`config.mk`:
```
export PLATFORM = sky130hd
export DESIGN_NAME = coffee_order_controller
export DESIGN_NICKNAME = d
export VERILOG_FILES = /design/src/rtl/coffee_order_controller.sv
export SDC_FILE = /design/constraint.sdc
export NUM_CORES = 1
export LEC_CHECK = 0
export ABC_AREA = 1
export ABC_CLOCK_PERIOD_IN_PS = 1700
export BUFFER_PORTS_ARGS = -buffer_cell sky130_fd_sc_hd__buf_2
export CORE_MARGIN = 2
export CORE_UTILIZATION = 40
export CTS_BUF_LIST = sky130_fd_sc_hd__clkbuf_2
export DETAILED_ROUTE_END_ITERATION = 8
export HOLD_SLACK_MARGIN = 0.08
export PLACE_DENSITY_LB_ADDON = 0.1
export SETUP_SLACK_MARGIN = 0.05
export SYNTH_ARGS = -nofsm -noshare
export SYNTH_HDL_FRONTEND = slang
export SYNTH_SLANG_ARGS = --single-unit
```
`constraint.sdc`:
```
create_clock -name clk -period 1.7 [get_ports clk]
set_input_delay 0.34 -clock clk [delete_from_list [all_inputs] [get_ports clk]]
set_output_delay 0.34 -clock clk [all_outputs]
set_load 0.01 [all_outputs]
```
`src/rtl/coffee_order_controller.sv`:
```
// Coffee purchase sequencer: accumulates coins, drives the external price
// comparator, commands the dispenser and pays out change or a full refund.
module coffee_order_controller #(
  parameter int unsigned  N       = 8,
  parameter logic [N-1:0] PRICE0  = N'(10),
  parameter logic [N-1:0] PRICE1  = N'(15),
  parameter logic [N-1:0] PRICE2  = N'(20),
  parameter logic [N-1:0] PRICE3  = N'(25),
  parameter logic [15:0]  TIMEOUT = 16'd1000
) (
  input  logic         clk,
  input  logic         rst,
  input  logic         coin_valid,
  input  logic [N-1:0] coin_value,
  input  logic         select_valid,
  input  logic [1:0]   drink_sel,
  input  logic         cancel,
  output logic         cmp_enable,
  output logic [N-1:0] cmp_total,
  output logic [N-1:0] cmp_price,
  input  logic         cmp_ok,
  input  logic [N-1:0] cmp_change,
  output logic         dispense_start,
  output logic [1:0]   dispense_drink,
  input  logic         dispense_done,
  output logic         change_valid,
  output logic [N-1:0] change_amount,
  output logic [N-1:0] total,
  output logic         busy,
  output logic         insufficient
);

  localparam int unsigned TW = 16;
  // Timer fires on the cycle it would reach TIMEOUT-1.
  localparam logic [TW-1:0] TIMER_LAST = TIMEOUT - 16'd2;

  typedef enum logic [2:0] {IDLE, COLLECT, CHECK, DISPENSE, PAYOUT} state_t;

  state_t         state, next_state;
  logic [TW-1:0]  timer, next_timer;
  logic [N-1:0]   next_total, next_cmp_total, next_cmp_price, next_change;
  logic [1:0]     next_drink;
  logic           next_dispense_start, next_change_valid, next_insufficient;
  logic           next_cmp_enable, next_busy;
  logic [N:0]     coin_sum;
  logic [N-1:0]   credit;

  function automatic logic [N-1:0] price_of(input logic [1:0] idx);
    case (idx)
      2'd0:    return PRICE0;
      2'd1:    return PRICE1;
      2'd2:    return PRICE2;
      default: return PRICE3;
    endcase
  endfunction

  always_comb begin
    next_state          = state;
    next_timer          = timer;
    next_total          = total;
    next_cmp_total      = cmp_total;
    next_cmp_price      = cmp_price;
    next_change         = change_amount;
    next_drink          = dispense_drink;
    next_dispense_start = 1'b0;
    next_insufficient   = 1'b0;

    // Credit including a coin arriving this cycle, saturating at all-ones.
    coin_sum = {1'b0, total} + {1'b0, coin_value};
    credit   = total;
    if (coin_valid) credit = coin_sum[N] ? {N{1'b1}} : coin_sum[N-1:0];

    case (state)
      IDLE: begin
        if (coin_valid) begin
          next_total = credit;
          next_timer = '0;
          next_state = COLLECT;
        end else if (select_valid && total == '0) begin
          next_insufficient = 1'b1;
        end
      end
      COLLECT: begin
        next_total = credit;
        if (cancel) begin
          next_change = credit;
          next_state  = PAYOUT;
        end else if (select_valid) begin
          next_drink     = drink_sel;
          next_cmp_price = price_of(drink_sel);
          next_cmp_total = credit;
          next_state     = CHECK;
        end else if (coin_valid) begin
          next_timer = '0;
        end else if (timer == TIMER_LAST) begin
          next_change = total;
          next_state  = PAYOUT;
        end else begin
          next_timer = timer + TW'(1);
        end
      end
      CHECK: begin
        if (cmp_ok) begin
          next_change         = cmp_change;
          next_dispense_start = 1'b1;
          next_state          = DISPENSE;
        end else begin
          next_insufficient = 1'b1;
          next_timer        = '0;
          next_state        = COLLECT;
        end
      end
      DISPENSE: begin
        if (dispense_done) next_state = PAYOUT;
      end
      PAYOUT: begin
        next_total = '0;
        next_state = IDLE;
      end
      default: next_state = IDLE;
    endcase

    next_cmp_enable   = (next_state == CHECK);
    next_change_valid = (next_state == PAYOUT);
    next_busy         = (next_state == CHECK) || (next_state == DISPENSE) ||
                        (next_state == PAYOUT);
  end

  always_ff @(posedge clk) begin
    if (rst) begin
      state          <= IDLE;
      timer          <= '0;
      total          <= '0;
      cmp_total      <= '0;
      cmp_price      <= '0;
      change_amount  <= '0;
      dispense_drink <= '0;
      dispense_start <= 1'b0;
      change_valid   <= 1'b0;
      insufficient   <= 1'b0;
      cmp_enable     <= 1'b0;
      busy           <= 1'b0;
    end else begin
      state          <= next_state;
      timer          <= next_timer;
      total          <= next_total;
      cmp_total      <= next_cmp_total;
      cmp_price      <= next_cmp_price;
      change_amount  <= next_change;
      dispense_drink <= next_drink;
      dispense_start <= next_dispense_start;
      change_valid   <= next_change_valid;
      insufficient   <= next_insufficient;
      cmp_enable     <= next_cmp_enable;
      busy           <= next_busy;
    end
  end

endmodule

```
==> results.md, run 1 <==
- RSZ-0062 raised after global routing: true
- Int Pwr: 1.88 mW
- Net switching fraction of the power: between 30% and 40%
- MaxCap Viol Count: 0
- Post-Route Utilization: between 50% and 60%
- Number of buffers created by CTS: 5
- Seq pwr share: between 40% and 50%
- Cells after synthesis: between 500 and 600
- Setup tns final: -1.64 ns
- Sequential share of the synthesized area: a little under a third
- PD cells: around 670 mW/mm^2
- Cell at the root of the clock tree: clkbuf_2
- Violations in the final reports: negative setup slack
- Met1 Track Usage GR: between 30% and 40%
- Static leakage: 2.12 nW
- Via count of the first global-routing pass: around 3,300
- Data arrival at the endpoint of the critical path: between 2 and 2.5 ns
- Clk pin slew, worst setup/hold paths: 0.32 ns
- Outcome: finished with violations
- Avg Synthesized Cell Area: roughly 6.5 um^2
- Clock Power Share: between 10% and 20%
- Post-detailed-placement half-perimeter wirelength: about 7.6 mm
- Die area: about 0.0094 mm^2
- Vias/cell: between 5 and 6
- Top fanout value on the critical path: 2
- Power spent charging and discharging nets: 1.13 mW
- Number of clock sinks seen by CTS: 55
- Number of inserted diodes: 0
- Reg2reg setup slack: -0.15 ns
- Clock tree from TritonCTS: yes
- Routed wire length: 10.4 mm
- Insertion delay to the later sink of the worst-skew pair: about 0.48 ns
- Final Non-Filler Cells: 739
- Classification of the worst-slack hold path: in2reg
- Global routing met2 resource utilization: between 30% and 40%
- Global routing met3 resource utilization: slightly below 4%
- Routed vias: 3,697
- Most Crowded Layer GR: met1
- Floorplan die width: between 90 and 100 um
- Number of warning messages in the yosys log: 0
- Final worst path period share: 109%
- Worst setup skew after layout: 0.0278 ns
- Post-layout nets: approximately 670
- Least setup slack across all paths after layout: -0.146 ns
- Remaining antenna violation count: 0
- Die extent in y: roughly 97 um
- Maximum achievable frequency: approximately 540 MHz
- Setup violators final: 21
- Time the final worst path needs with I/O delays and setup: ~1.8 ns
- H-tree depth reported by CTS: 2
- Detail-routed net length per standard cell: approximately 14 um
- Antenna violations before repair: 0
- Pre-CTS setup slack: -0.252 ns
- DRC violation count after routing: 0
- Max-slew violations: 0
- Routability cong.: between 0.9 and 1
- Maximum number of pins on one net before global-route repair: 27
- GRT Util Overall: approximately a fifth
- Area of the mapped netlist: 0.00345 mm^2
- Filler cell count: roughly 840
- Placeable Area: between 0.008 and 0.009 mm^2
- Commonest cells after routing, fill and taps aside: nand2_1 (133), inv_1 (67), buf_2 (60)
- Buffer levels on the longest clock path: 2
- Aggregate global routing overflow: 0
- Layout-stage area growth over the synthesis result: 30.2%
- Site Rows: 33
- Number of enable flip-flop cells after synthesis: 0
- Most common library cell in the layout ignoring fill and taps: nand2_1
- Worst Path Class, Setup: reg2reg
- Combinational Power Share: between 30% and 40%
- Fraction of final layout cells sized beyond drive strength 1: around a third
- Critical Path RT: roughly 2.1 ns
- Flop and latch count out of synthesis: 55
- Placed cells: about 720
- Startpoint type of the worst setup path: flop
- Peak supply drop: around 0.36 mV
- Fraction of synthesis flops using an asynchronous set or reset pin: 0%
- Synth Flop Type: dfxtp_1
- Number of unique standard cell types used by synthesis: 38
- Endpoint class of the critical path: flop
- Detailed Route Iter0 Violations: roughly 280
- Global-route wire length before repair: approximately 16 mm
- Number of optimization iterations in the first detailed-route pass: 5
- IO Count: 64
- Count of buffers from port buffering: 60
- Initial core utilization: 41.5%
- Final Hold Fails: 0
[what timing repair did]
item / 4_1_cts / 5_1_grt
gates cloned: 0 / 2
endpoints found under the hold margin: 0 / 3
resized for setup: 26 / 39
pin swaps: 9 / 14
setup buffers: 0 / 8
setup endpoints to repair: 30 / 42
hold buffers: 0 / 3
[worst paths after layout]
kind	from	to	cells after the start
worst max-delay path	total[0]	total[6]	11
worst min-delay path	drink_sel[1]	dispense_drink[1]	3
worst max register to register	total[0]	total[6]	11
worst min register to register	cmp_price[4]	cmp_price[4]	2
[sequential cells by signal, summed over array words and instances (netlist names)]
register / cells
state: 3
cmp_enable: 1
change_valid: 1
insufficient: 1
cmp_price: 5
dispense_drink: 2
timer: 16
total: 8
change_amount: 8
cmp_total: 8
dispense_start: 1
busy: 1
[power groups by stage]
stage               clock (mW)  combinational, mW  sequential (mW)
global route             0.624               1.15             1.42
global placement             0              0.906             1.43
finish                   0.560               1.04             1.41
CTS                      0.579              0.957             1.41
floorplan                    0              0.522             1.46
detailed placement           0              0.907             1.43
[synthesized netlist by cell type (6+ instances only)]
master,instances,area share (%)
ha_1,15,5.4
o21ai_0,22,3.2
clkbuf_1,7,0.76
nand4_1,8,1.5
a21oi_1,50,7.3
a21oi_2,6,1.5
nand2_1,139,15
inv_2,6,0.65
nand3_1,37,5.4
inv_1,69,7.5
nor3_1,11,1.6
xor2_1,7,1.8
nor2_1,56,6.1
dfxtp_1,55,32
[critical path, stage by stage (launching register included)]
cell and delay, ns:
dfxtp_4 0.44, ha_4 0.13, inv_2 0.03, fa_2 0.37, buf_4 0.16, inv_1 0.06
nand2_1 0.07, nand3_1 0.07, nand2_1 0.07, nand3_2 0.09, nand3_1 0.14, a21oi_2 0.17
[cell type report]
cell class	count	area, um^2	share of cell area, %
Clock buffer	5	25.0	0.557
Clock inverter	3	20.0	0.446
Inverter	77	290	6.47
Multi-Input combinational cell	383	2190	48.8
Sequential cell	55	1130	25.2
Tap cell	105	131	2.93
Timing Repair Buffer	111	698	15.6
[kinds of logic (layout without fill, tap and decap cells)]
| kind of cell | after synthesis | in the layout | synth area share (%) |
|---|---|---|---|
| buffers and inverters | 97 | 196 | 11.8 |
| flip-flops | 55 | 55 | 31.9 |
| AO/OA/AOI/OAI | 86 | 86 | 13.6 |
| adder cells (fa/ha/maj) | 16 | 16 | 6.03 |
| other | 1 | 3 | 0.109 |
| XOR/XNOR | 8 | 8 | 2.03 |
| AND/OR/NAND/NOR | 268 | 270 | 34.4 |
[per-layer routing]
layer,up-vias,share of wire (%)
li1,1891,-
met1,1660,50
met2,140,43
met3,6,6.9
met4,0,0.69
met5,-,0
[stage by stage]
step	area (um^2)	hold slack (ns)	power [mW]
after detailed placement	4100	0.459	2.34
final	4490	0.148	3.01
after floorplan	3480	0.421	1.98
after global routing	4490	0.105	3.19
after global placement	4100	0.452	2.33
after CTS	4230	0.0815	2.94
(Power assumes the default switching activity.)
==> run 2, diff against run 1 <==
- CORE_UTILIZATION: 40 -> 52
==> results.md, run 2 (synthesis gave the netlist of run 1 again) <==
- Final Hold Fails: 0
- Final Non-Filler Cells: 706
- Via count of the first global-routing pass: approximately 3,400
- Aggregate global routing overflow: 0
- Time the final worst path needs with I/O delays and setup: around 1.8 ns
- Worst-path cell with the longest stage delay: dfxtp_4
- Remaining antenna violation count: 0
- Placeable Area: 0.00639 mm^2
- Site Rows: 29
- Number of buffers created by CTS: 5
- Static leakage: between 2 and 2.5 nW
- Number of optimization iterations in the first detailed-route pass: 5
- Post-Route Utilization: 69.4%
- Detail-routed net length per standard cell: around 14 um
- Fraction of final layout cells sized beyond drive strength 1: roughly 32%
- Final worst path period share: 105%
- Top fanout value on the critical path: 8
- GRT Util Overall: a little over a quarter
- Data arrival at the endpoint of the critical path: around 2.2 ns
- Least setup slack across all paths after layout: -0.0891 ns
- Worst Path Class, Setup: reg2reg
- Number of clock sinks seen by CTS: 55
- Die area: about 0.0073 mm^2
- Insertion delay to the later sink of the worst-skew pair: between 0.4 and 0.5 ns
- RSZ-0062 raised after global routing: true
- Max-slew violations: 0
- Most common library cell in the layout ignoring fill and taps: nand2_1
- Maximum number of pins on one net before global-route repair: 32
- Vias/cell: ~5.3
- Number of inserted diodes: 0
- Floorplan die width: around 85 um
- Critical Path RT: 2.13 ns
- Post-layout nets: 669
- Count of buffers from port buffering: 60
- IO Count: 64
- Die extent in y: approximately 85 um
- PD cells: just under 700 mW/mm^2
- Post-detailed-placement half-perimeter wirelength: just over 7 mm
- Setup violators final: 16
- Wire length the detailed router placed on met1: ~4.9 mm
- Global-route wire length before repair: 15.7 mm
- Cell at the root of the clock tree: clkbuf_2
- Routed wire length: roughly 10 mm
- Buffer levels on the longest clock path: 2
- Placed cells: between 600 and 700
- Routed vias: 3,757
- Clk pin slew, worst setup/hold paths: between 0.3 and 0.4 ns
- Commonest cells after routing, fill and taps aside: nand2_1 (130), inv_1 (67), buf_2 (60)
- Endpoint class of the critical path: flop
- MaxCap Viol Count: 0
- Largest register FFs: 16
- H-tree depth reported by CTS: 2
- Most Frequent Cell on Critical Path: nor2_2
- Detailed Route Iter0 Violations: around 360
- Layout-stage area growth over the synthesis result: 28.6%
- Routability cong.: between 0.9 and 1
- Register bank with the most flops: timer
- Maximum cell stage delay along the critical path: 0.43 ns
- DRC violation count after routing: 0
- Peak supply drop: 0.417 mV
- CP cell instances: ha_4, inv_2, fa_2, nor2_2, nor2_2, nor2_2, nor2_4, nand2_2, o21ai_2, nand2_1, nand2_1, a21oi_1
- Initial core utilization: approximately 54%
- Maximum achievable frequency: roughly 560 MHz
- Pre-CTS setup slack: -0.229 ns
- Antenna violations before repair: 0
- Met3 Wirelength: around 670 um
- Startpoint type of the worst setup path: flop
- Met2 layer wire length in the routed design: 4.26 mm
- Classification of the worst-slack hold path: in2reg
- Violations in the final reports: negative setup slack
- Clock tree from TritonCTS: yes
- Top layer used by detailed routing: met4
- Pwr Total: 3.08 mW
- Outcome: finished with violations
- Worst setup skew after layout: 0.0141 ns
run 2: critical path, delay by kind of cell (launching register included):
family / cells / cell delay, ns
and+or+nand+nor: 7 / 0.74
DFF: 1 / 0.43
adders and majority gates: 2 / 0.35
AOI/OAI and AO/OA: 2 / 0.15
buffers and inverters: 1 / 0.05
run 2: final cells by class:
cell class / count / area, um^2
multi-input cells: 383 / 2210
fillers: 562 / 1950
flip-flops and latches: 55 / 1130
repair buffers: 106 / 652
inverters: 77 / 290
well taps: 77 / 96.3
clock inverters: 3 / 28.8
clock buffers: 5 / 25.0
run 2: final timing paths:
kind | endpoint | from | cells past startpoint | slack, ns
max | change_amount[0] | total[0] | 12 | -0.09
min | state[2] | dispense_done | 3 | 0.1
max reg2reg | change_amount[0] | total[0] | 12 | -0.09
min reg2reg | cmp_price[0] | cmp_price[0] | 2 | 0.48
run 2: routing by layer:
| layer | up-vias | GRT usage [%] |
|---|---|---|
| li1 | 1887 | - |
| met1 | 1694 | 39.2 |
| met2 | 158 | 40.8 |
| met3 | 18 | 3.79 |
| met4 | 0 | 6.78 |
| met5 | - | 0 |
run 2: where the power goes:
| part | total (mW) | switching (mW) | internal [mW] |
|---|---|---|---|
| sequential | 1.41 | 0.0491 | 1.36 |
| combinational | 1.06 | 0.630 | 0.433 |
| clock | 0.608 | 0.487 | 0.121 |
run 2: through the flow:
step	setup TNS (ns)	cell area (um^2)	hold slack, ns
floorplan	-0.0323	3480	0.421
global placement	-2.40	4060	0.450
detailed placement	-3.43	4060	0.448
CTS	-1.77	4200	0.0955
global route	-2.75	4430	0.0783
finish	-0.934	4430	0.0965
run 2: what timing repair did:
action / 4_1_cts / 5_1_grt
endpoints found under the setup margin: 37 / 40
hold endpoints to repair: 1 / 0
setup buffers: 1 / 4
hold buffers: 1 / 0
gates resized for setup: 19 / 46
pin swaps: 8 / 25
gates cloned: 0 / 2
==> run 3, diff against run 2 <==
- BUFFER_PORTS_ARGS: -buffer_cell sky130_fd_sc_hd__buf_2 -> default
- CORE_UTILIZATION: 52 -> 60
- DONT_BUFFER_PORTS: default -> 1
==> results.md, run 3 (synthesis gave the netlist of run 1 again) <==
- Outcome: finished with violations
- Violations in the final reports: negative hold slack, negative setup slack
- Routed vias: 3,650
- Insertion delay to the later sink of the worst-skew pair: about 0.47 ns
- DRC violation count after routing: 0
- Seq pwr share: about half
- Top fanout value on the critical path: 8
- Origin of the critical flop-to-flop path: total[0]
- Launch point of the critical path: total[0]
- Floorplan die width: between 70 and 80 um
- Setup violators final: 22
- Aggregate global routing overflow: 0
- Int Pwr: ~1.8 mW
- CP cell instances: ha_4, inv_2, fa_2, nor2_2, nor2_2, nor2_2, nor2_4, nand3_2, buf_4, nand3_2, a21oi_2
- Most Frequent Cell on Critical Path: nor2_2
- Layout-stage area growth over the synthesis result: 19.2%
- Startpoint type of the worst setup path: flop
- Peak supply drop: 0.477 mV
- Die extent in y: 79.8 um
- Cell at the root of the clock tree: clkbuf_2
- Final Hold Fails: 2
- Top Family by Delay on Critical Path: simple AND/OR/NAND/NOR gates
- Pre-CTS setup slack: -0.177 ns
- Most common library cell in the layout ignoring fill and taps: nand2_1
- Largest register FFs: 16
- Endpoint class of the critical path: flop
- Maximum number of pins on one net before global-route repair: 33
- Classification of the worst-slack hold path: in2reg
- Post-Route Hold Slack: -0.00550 ns
- Routed wire length: approximately 10 mm
- Least setup slack across all paths after layout: -0.181 ns
- Worst Path Class, Setup: reg2reg
- Clk pin slew, worst setup/hold paths: 0.31 ns
- IO Count: 64
- Site Rows: 27
- Number of buffers created by CTS: 5
- Data arrival at the endpoint of the critical path: ~2.3 ns
- Buffer levels on the longest clock path: 2
- Power spent charging and discharging nets: roughly 1.1 mW
- Combinational Power Share: roughly a third
- Setup tns final: -1.98 ns
- Detailed Route Iter0 Violations: 336
- Number of hold buffers added after CTS: 6
- Filler cell count: about 420
- Maximum cell stage delay along the critical path: about 0.42 ns
- Static leakage: 1.80 nW
- Placeable Area: 0.00554 mm^2
- Remaining antenna violation count: 0
- RSZ-0062 raised after global routing: true
- Final worst path period share: 111%
- Post-detailed-placement half-perimeter wirelength: 6.74 mm
- Clock Power Share: approximately a fifth
- MaxCap Viol Count: 0
- Commonest cells after routing, fill and taps aside: nand2_1 (130), inv_1 (67), nor2_1 (50)
- Count of buffers from port buffering: 0
- Initial core utilization: between 60% and 70%
- Number of clock sinks seen by CTS: 55
- Detail-routed net length per standard cell: 15.6 um
- Maximum achievable frequency: between 500 and 600 MHz
- Clock tree from TritonCTS: yes
- Register bank with the most flops: timer
- Number of buffer and inverter instances along the worst setup path: 2
- Global-route wire length before repair: between 15 and 20 mm
- Number of optimization iterations in the first detailed-route pass: 5
- Placed cells: ~620
- Antenna violations before repair: 0
- Time the final worst path needs with I/O delays and setup: between 1.5 and 2 ns
- Source of the worst hold timing path: cancel
- GRT Util Overall: 31.0%
- Post-Route Utilization: between 70% and 80%
- Final Non-Filler Cells: about 640
- H-tree depth reported by CTS: 2
- Routability cong.: 0.963
- Die area: ~0.0064 mm^2
- Critical Path RT: approximately 2.1 ns
- Via count of the first global-routing pass: around 3,100
- Post-layout nets: approximately 610
- PD cells: 705 mW/mm^2
- Vias/cell: 5.71
- Net switching fraction of the power: between 30% and 40%
- Fraction of final layout cells sized beyond drive strength 1: between 20% and 30%
- Worst setup skew after layout: ~0.037 ns
- Number of inserted diodes: 0
- Worst-path cell with the longest stage delay: dfxtp_4
- Max-slew violations: 0
run 3: cell count changes in the layout (fill, tap and decap cells not counted), sizes merged:
| cell | delta |
|---|---|
| inv | -1 |
| clkinvlp | +1 |
| buf | -65 |
| nand2 | -1 |
| clkbuf | +1 |
| clkinv | -1 |
| dlygate4sd3 | +4 |
run 3: layout make-up:
class | instances | area (um^2) | share of cell area, %
multi-input cells | 382 | 2190 | 53.3
flip-flops and latches | 55 | 1130 | 27.5
repair buffers | 45 | 367 | 8.92
inverters | 77 | 290 | 7.06
well taps | 72 | 90.1 | 2.19
clock buffers | 6 | 30.0 | 0.731
clock inverters | 2 | 12.5 | 0.305
run 3: power groups by stage:
stage	sequential [mW]	combinational, mW	clock [mW]
6_report	1.42	0.927	0.546
5_1_grt	1.43	1.02	0.600
4_1_cts	1.43	0.812	0.554
3_5_place_dp	1.45	0.738	0
3_3_place_gp	1.45	0.725	0
2_1_floorplan	1.46	0.522	0
run 3: tightest hold or removal path, cell delays in order:
cell	delay, ns
nand2_1	0.04
nand2_1	0.05
a21oi_1	0.05
run 3: path summary, 6_finish.rpt:
path,slack [ns],cells past startpoint,endpoint
setup / recovery,-0.18,11,total[5]
hold / removal,-0.005,3,change_amount[1]
setup reg to reg,-0.18,11,total[5]
hold reg to reg,0.51,2,timer[13]
run 3: per-layer routing:
layer | up-vias | global-route usage [%] | share of wire, %
met5 | - | 0 | 0
met4 | 0 | 8.31 | 1.8
met3 | 23 | 7.01 | 11
met2 | 221 | 48.5 | 45
met1 | 1649 | 43.2 | 42
li1 | 1757 | - | -
run 3: stage by stage:
stage,total power [mW],instance area (um^2),hold slack [ns]
after floorplan,1.98,3480,0.421
after global placement,2.17,3690,0.407
after detailed placement,2.19,3690,0.406
after CTS,2.80,3880,-0.000523
after global routing,3.05,4110,-0.0345
final,2.90,4110,-0.00550
run 3: repair_timing:
item                                   CTS  global route
setup buffers                            0             8
gates cloned                             0             1
setup endpoints to repair               36            42
pin swaps                                3            18
resized for setup                       20            50
endpoints found under the hold margin   50            19
